File: src/rtl/fixed_relu6_backward.sv
// ReLU6 backward pass: buffers per-lane activation masks and gates incoming
// gradients with them, pairing gradient beats with mask beats in arrival order.
module fixed_relu6_backward #(
   parameter int DATA_IN_0_PRECISION_0       = 8,
   parameter int DATA_IN_0_PRECISION_1       = 3,
   parameter int GRAD_PRECISION_0            = 8,
   parameter int DATA_IN_0_PARALLELISM_DIM_0 = 1,
   parameter int DATA_IN_0_PARALLELISM_DIM_1 = 1,
   parameter int MASK_FIFO_DEPTH             = 8
) (
   input  logic rst,
   input  logic clk,

   input  logic [DATA_IN_0_PARALLELISM_DIM_0*DATA_IN_0_PARALLELISM_DIM_1*DATA_IN_0_PRECISION_0-1:0] act_in_0,
   input  logic act_in_0_valid,
   output logic act_in_0_ready,

   input  logic [DATA_IN_0_PARALLELISM_DIM_0*DATA_IN_0_PARALLELISM_DIM_1*GRAD_PRECISION_0-1:0] dy_in_0,
   input  logic dy_in_0_valid,
   output logic dy_in_0_ready,

   output logic [DATA_IN_0_PARALLELISM_DIM_0*DATA_IN_0_PARALLELISM_DIM_1*GRAD_PRECISION_0-1:0] dx_out_0,
   output logic dx_out_0_valid,
   input  logic dx_out_0_ready,

   output logic [$clog2(MASK_FIFO_DEPTH+1)-1:0] mask_count
);

   localparam int P  = DATA_IN_0_PARALLELISM_DIM_0 * DATA_IN_0_PARALLELISM_DIM_1;
   localparam int AW = DATA_IN_0_PRECISION_0;
   localparam int GW = GRAD_PRECISION_0;
   localparam int EW = AW + 4;
   localparam int PW = $clog2(MASK_FIFO_DEPTH);
   localparam int CW = $clog2(MASK_FIFO_DEPTH + 1);

   localparam logic [CW-1:0]        FULL_COUNT = CW'(MASK_FIFO_DEPTH);
   localparam logic signed [EW-1:0] RELU6_MAX  = EW'(6);

   if ((MASK_FIFO_DEPTH < 2) || ((MASK_FIFO_DEPTH & (MASK_FIFO_DEPTH - 1)) != 0)) begin : g_bad_depth
      $error("MASK_FIFO_DEPTH must be a power of two and at least 2");
   end
   if ((DATA_IN_0_PRECISION_1 < 0) || (DATA_IN_0_PRECISION_1 >= DATA_IN_0_PRECISION_0)) begin : g_bad_frac
      $error("DATA_IN_0_PRECISION_1 must lie in [0, DATA_IN_0_PRECISION_0)");
   end

   // mask storage and FIFO bookkeeping
   logic [P-1:0]  mask_mem [MASK_FIFO_DEPTH];
   logic [P-1:0]  mask_in;
   logic [P-1:0]  head_mask;
   logic [PW-1:0] wr_ptr_reg;
   logic [PW-1:0] rd_ptr_reg;
   logic [CW-1:0] count_reg;
   logic          fifo_full;
   logic          fifo_empty;
   logic          push;
   logic          pop;

   // output beat register
   logic [P*GW-1:0] dx_reg;
   logic [P*GW-1:0] dx_next;
   logic            dx_valid_reg;

   // Ready flags depend only on registered state (plus the downstream ready
   // for dy), so a pop never frees a slot for a push in the same cycle.
   assign fifo_full      = (count_reg == FULL_COUNT);
   assign fifo_empty     = (count_reg == '0);
   assign act_in_0_ready = !fifo_full;
   assign dy_in_0_ready  = !fifo_empty && (!dx_valid_reg || dx_out_0_ready);
   assign push           = act_in_0_valid && act_in_0_ready;
   assign pop            = dy_in_0_valid && dy_in_0_ready;
   assign head_mask      = mask_mem[rd_ptr_reg];

   // Per-lane mask generation and gradient gating. The activation is
   // sign-extended so the comparison against 6 stays exact for narrow words.
   for (genvar gi = 0; gi < P; gi++) begin : g_lane
      logic signed [EW-1:0] act_lane;
      logic                 act_pos;
      logic                 act_le6;

      assign act_lane    = EW'($signed(act_in_0[gi*AW +: AW]));
      assign act_pos     = !act_lane[EW-1] && (act_lane != '0);
      assign act_le6     = (act_lane <= RELU6_MAX);
      assign mask_in[gi] = act_pos && act_le6;

      assign dx_next[gi*GW +: GW] = head_mask[gi] ? dy_in_0[gi*GW +: GW] : '0;
   end

   // Mask storage has no reset: stale entries are unreachable once the
   // pointers and occupancy are cleared.
   always_ff @(posedge clk) begin
      if (push) begin
         mask_mem[wr_ptr_reg] <= mask_in;
      end
   end

   always_ff @(posedge clk) begin
      if (rst) begin
         wr_ptr_reg <= '0;
         rd_ptr_reg <= '0;
         count_reg  <= '0;
      end else begin
         if (push) begin
            wr_ptr_reg <= wr_ptr_reg + PW'(1);
         end
         if (pop) begin
            rd_ptr_reg <= rd_ptr_reg + PW'(1);
         end
         case ({push, pop})
            2'b10:   count_reg <= count_reg + CW'(1);
            2'b01:   count_reg <= count_reg - CW'(1);
            default: count_reg <= count_reg;
         endcase
      end
   end

   // A stalled beat holds; a pop always loads a fresh beat (pop implies the
   // register is free or being drained this cycle).
   always_ff @(posedge clk) begin
      if (rst) begin
         dx_reg       <= '0;
         dx_valid_reg <= 1'b0;
      end else if (pop) begin
         dx_reg       <= dx_next;
         dx_valid_reg <= 1'b1;
      end else if (dx_out_0_ready) begin
         dx_valid_reg <= 1'b0;
      end
   end

   assign dx_out_0       = dx_reg;
   assign dx_out_0_valid = dx_valid_reg;
   assign mask_count     = count_reg;

endmodule

File: config.mk
export PLATFORM = sky130hd
export DESIGN_NAME = fixed_relu6_backward
export DESIGN_NICKNAME = d
export VERILOG_FILES = /design/src/rtl/fixed_relu6_backward.sv
export SDC_FILE = /design/constraint.sdc
export NUM_CORES = 1
export LEC_CHECK = 0
export CAP_MARGIN = 10
export CORE_ASPECT_RATIO = 1.75
export CORE_UTILIZATION = 35
export CTS_BUF_LIST = sky130_fd_sc_hd__clkbuf_8
export DETAILED_ROUTE_END_ITERATION = 8
export PLACE_DENSITY = 0.72
export SLEW_MARGIN = 20
export SYNTH_ARGS = -nofsm -noshare
export SYNTH_HDL_FRONTEND = slang
export SYNTH_SLANG_ARGS = --single-unit
File: constraint.sdc
create_clock -name clk -period 2.3 [get_ports clk]
set_input_delay 0.23 -clock clk [delete_from_list [all_inputs] [get_ports clk]]
set_output_delay 0.23 -clock clk [all_outputs]
set_load 0.02 [all_outputs]
==> summary.md <==
| Metric | Value |
|---|---|
| CTS root buf | `clkbuf_8` |
| Unique masters post-synth | `40` |
| Final Power | `2110 uW` |
| Detailed placement HPWL | `2270 um` |
| Critical Path, Cell by Cell | `or4_4, nand3_4, inv_4, ha_4, xor2_1, ha_2, a21oi_2, xor2_1, or3_1, a21oi_1` |
| # setup viols final | `0` |
| Status | `completed` |
| Most frequent cells in the layout | `35 x clkdlybuf4s50_1, 18 x dfxtp_1, 14 x a21oi_2` |
| Net Count, Synth | `156` |
| CP startpoint | `mask_count[0]$_SDFFE_PP0P_` |
| Port bufs | `35` |
| Most frequent CP cell | `xor2_1` |
| Global-route wire length before repair | `4920 um` |
| Worst-case clock buffer depth | `2` |
| Worst Path Buf+Inv | `1` |
| Num rows | `30` |
| Max capacitance violation total | `0` |
| RR Endpoint | `mask_count[2]$_SDFFE_PP0P_` |
| Placer Congestion | `0.717` |
| First drt pass iteration count | `4` |
| CP Capture Point | `mask_count[2]$_SDFFE_PP0P_` |
| Synth Area per Inst | `10.8 um^2` |
| Crit share post-route | `98.8%` |
| Starting Density | `36.2%` |
| FFs w/ async S/R, synth | `0%` |
| Minimum clock period | `2.27 ns` |
| DRT antenna net count | `0` |
| Synth Register Bits | `30` |
| Reg2Reg Setup Slack | `0.03 ns` |
| Vias | `1114` |
| Commonest non-fill, non-tap cell in the layout | `clkdlybuf4s50_1` |
| Unrepaired setup endpoints after global routing | `yes` |
| Antenna cells | `0` |
| CTS H-tree depth | `2` |
| Family with the most delay on the worst path | `simple AND/OR/NAND/NOR gates` |
| Residual DRC | `0` |
| Final Slew Violations | `0` |
| Worst setup SP type | `flip-flop` |
| Area growth syn-to-layout | `44.6%` |
| Vias in the first global route | `1166` |
| Pwr per Cell Area | `1040 mW/mm^2` |
| Endpoint class of the critical path | `flip-flop` |
| Fill count | `322` |
| Worst clock skew | `0.00552 ns` |
| Global route overflow | `0` |
| EDFF count, synth | `8` |
| Main flop type after synthesis | `dfxtp_1` |
| Worst slew pin tran | `0.464 ns` |
| Worst hold path class | `flip-flop to flip-flop` |
| All-Layer GR Usage | `15.7%` |
| Worst-skew pair later-pin latency | `0.28 ns` |
| Die width | `49.8 um` |
| Yosys synthesis warning count | `0` |
| Sequential fraction of the synthesis area | `48.6%` |
| Ratio of cells with drive above 1 in the final layout | `28.9%` |
| Die height | `85.7 um` |
| TritonCTS Buffers | `5` |
| Ports | `36` |
| Iteration-0 DRC count of the detailed router | `16` |
| Worst IR Drop VDD | `528 uV` |
| Reg clk slew, reported paths | `0.06 ns` |
| Post-Syn Area | `0.00140 mm^2` |
| # clock sinks | `30` |
| Crit path kind | `flip-flop to flip-flop` |
| Rel. slew slack | `69.0%` |
| CTS tree | `done` |
| Worst Hold Launch | `dx_out_0[1]$_SDFFE_PP0P_` |
| Pin count of the biggest net entering global routing | `13` |
| Critical path required time | `2.50 ns` |
| Slowest cell on crit path | `or4_4` |
| Drt total wl | `3000 um` |
| FF-to-FF Start | `mask_count[0]$_SDFFE_PP0P_` |
| Vias per inst | `4.89` |
| Average wire per standard cell | `13.1 um` |
| Core outline area | `0.00387 mm^2` |
| Initial antenna violation count | `0` |
| CTS hold repair buffers | `0` |
| Worst Path Max Fanout | `5` |
| Final hold violation count | `0` |
| Syn Inst Count | `130` |
| Fin util | `52.4%` |
| Final TNS setup | `0 ns` |
| Worst reg2reg path depth | `10` |
| F_max | `440 MHz` |
| Leakage | `0.000730 uW` |
| CP peak stage delay | `0.55 ns` |
| Arr. time, crit path | `2.47 ns` |
| Levels on crit path | `10` |
| Final #Nets | `205` |
| Die area | `0.00427 mm^2` |
## stage by stage
step | std cells | hold slack (ns) | instance area [um^2] | setup WS [ns]
6_report | 228 | 0.463 | 2030 | 0.0273
3_5_place_dp | 216 | 0.460 | 1870 | 0.00247
4_1_cts | 226 | 0.469 | 1990 | 0.0166
5_1_grt | 228 | 0.479 | 2030 | -0.0706
3_3_place_gp | 216 | 0.449 | 1870 | 0.0531
2_1_floorplan | 130 | 0.360 | 1450 | -0.0541
## power breakdown
part	internal, uW	switching [uW]
Combinational	496	489
Clock	234	177
Sequential	642	67.4
Total	1370	734
## cells by family (layout without fill, tap and decap cells)
family | after synthesis | count (layout) | synth area share (%)
DFF | 30 | 30 | 48.6
buffers and inverters | 7 | 57 | 3.39
xor gates and xnor gates | 5 | 5 | 3.12
muxes | 5 | 5 | 6.34
adders and majority gates | 5 | 5 | 4.46
AOI/OAI and AO/OA | 20 | 20 | 10.4
and+or+nand+nor | 58 | 58 | 23.8
## worst min-delay path: stages (launching register included)
cell and delay [ns]:
dfxtp_1 0.31, nand2_2 0.06, a21oi_2 0.05
## routing by layer
metal	wire length (um)	track usage [%]	share of wire, %
met3	126	4.43	4.2
met5	0	0	0
met1	1110	14.7	37
met4	68	8.57	2.3
met2	1690	29.5	57
## synthesized netlist by cell type, drive strengths merged, types with 2 or more instances
cell type	count	area [um^2]
a21oi	17	126
xor2	4	35.0
nand2	14	65.1
nor2	12	45.0
or4	2	18.8
or3	2	12.5
edfxtp	8	240
nand2b	4	25.0
o21ai	2	10.0
nor3	3	15.0
mux4	2	52.6
ha	5	62.6
inv	2	7.50
nand3	12	82.6
dfxtp	22	440
mux2	2	26.3
buf	5	40.0
## worst min path at each step
| stage | slack [ns] | cells past startpoint | to |
|---|---|---|---|
| 2_1_floorplan | 0.36 | 2 | dx_out_0[1]$_SDFFE_PP0P_ |
| 3_3_place_gp | 0.45 | 2 | dx_out_0[1]$_SDFFE_PP0P_ |
| 3_5_place_dp | 0.46 | 2 | dx_out_0[1]$_SDFFE_PP0P_ |
| 4_1_cts | 0.47 | 2 | dx_out_0[1]$_SDFFE_PP0P_ |
| 5_1_grt | 0.48 | 2 | dx_out_0[1]$_SDFFE_PP0P_ |
| 6_report | 0.46 | 2 | dx_out_0[1]$_SDFFE_PP0P_ |
## cell type report
class	count	area, um^2	share of cell area (%)
multi-input cells	93	734	36.3
flip-flops and latches	30	691	34.1
repair buffers	47	440	21.7
clock buffers	6	82.6	4.08
well taps	48	60.1	2.96
inverters	2	10.0	0.494
clock inverters	2	7.51	0.371
## timing repair
item | 4_1_cts | 5_1_grt
setup buffers | 2 | 2
endpoints found under the setup margin | 2 | 2
resized for setup | 2 | 5
pin swaps | 2 | 9
(Power assumes the default switching activity.)
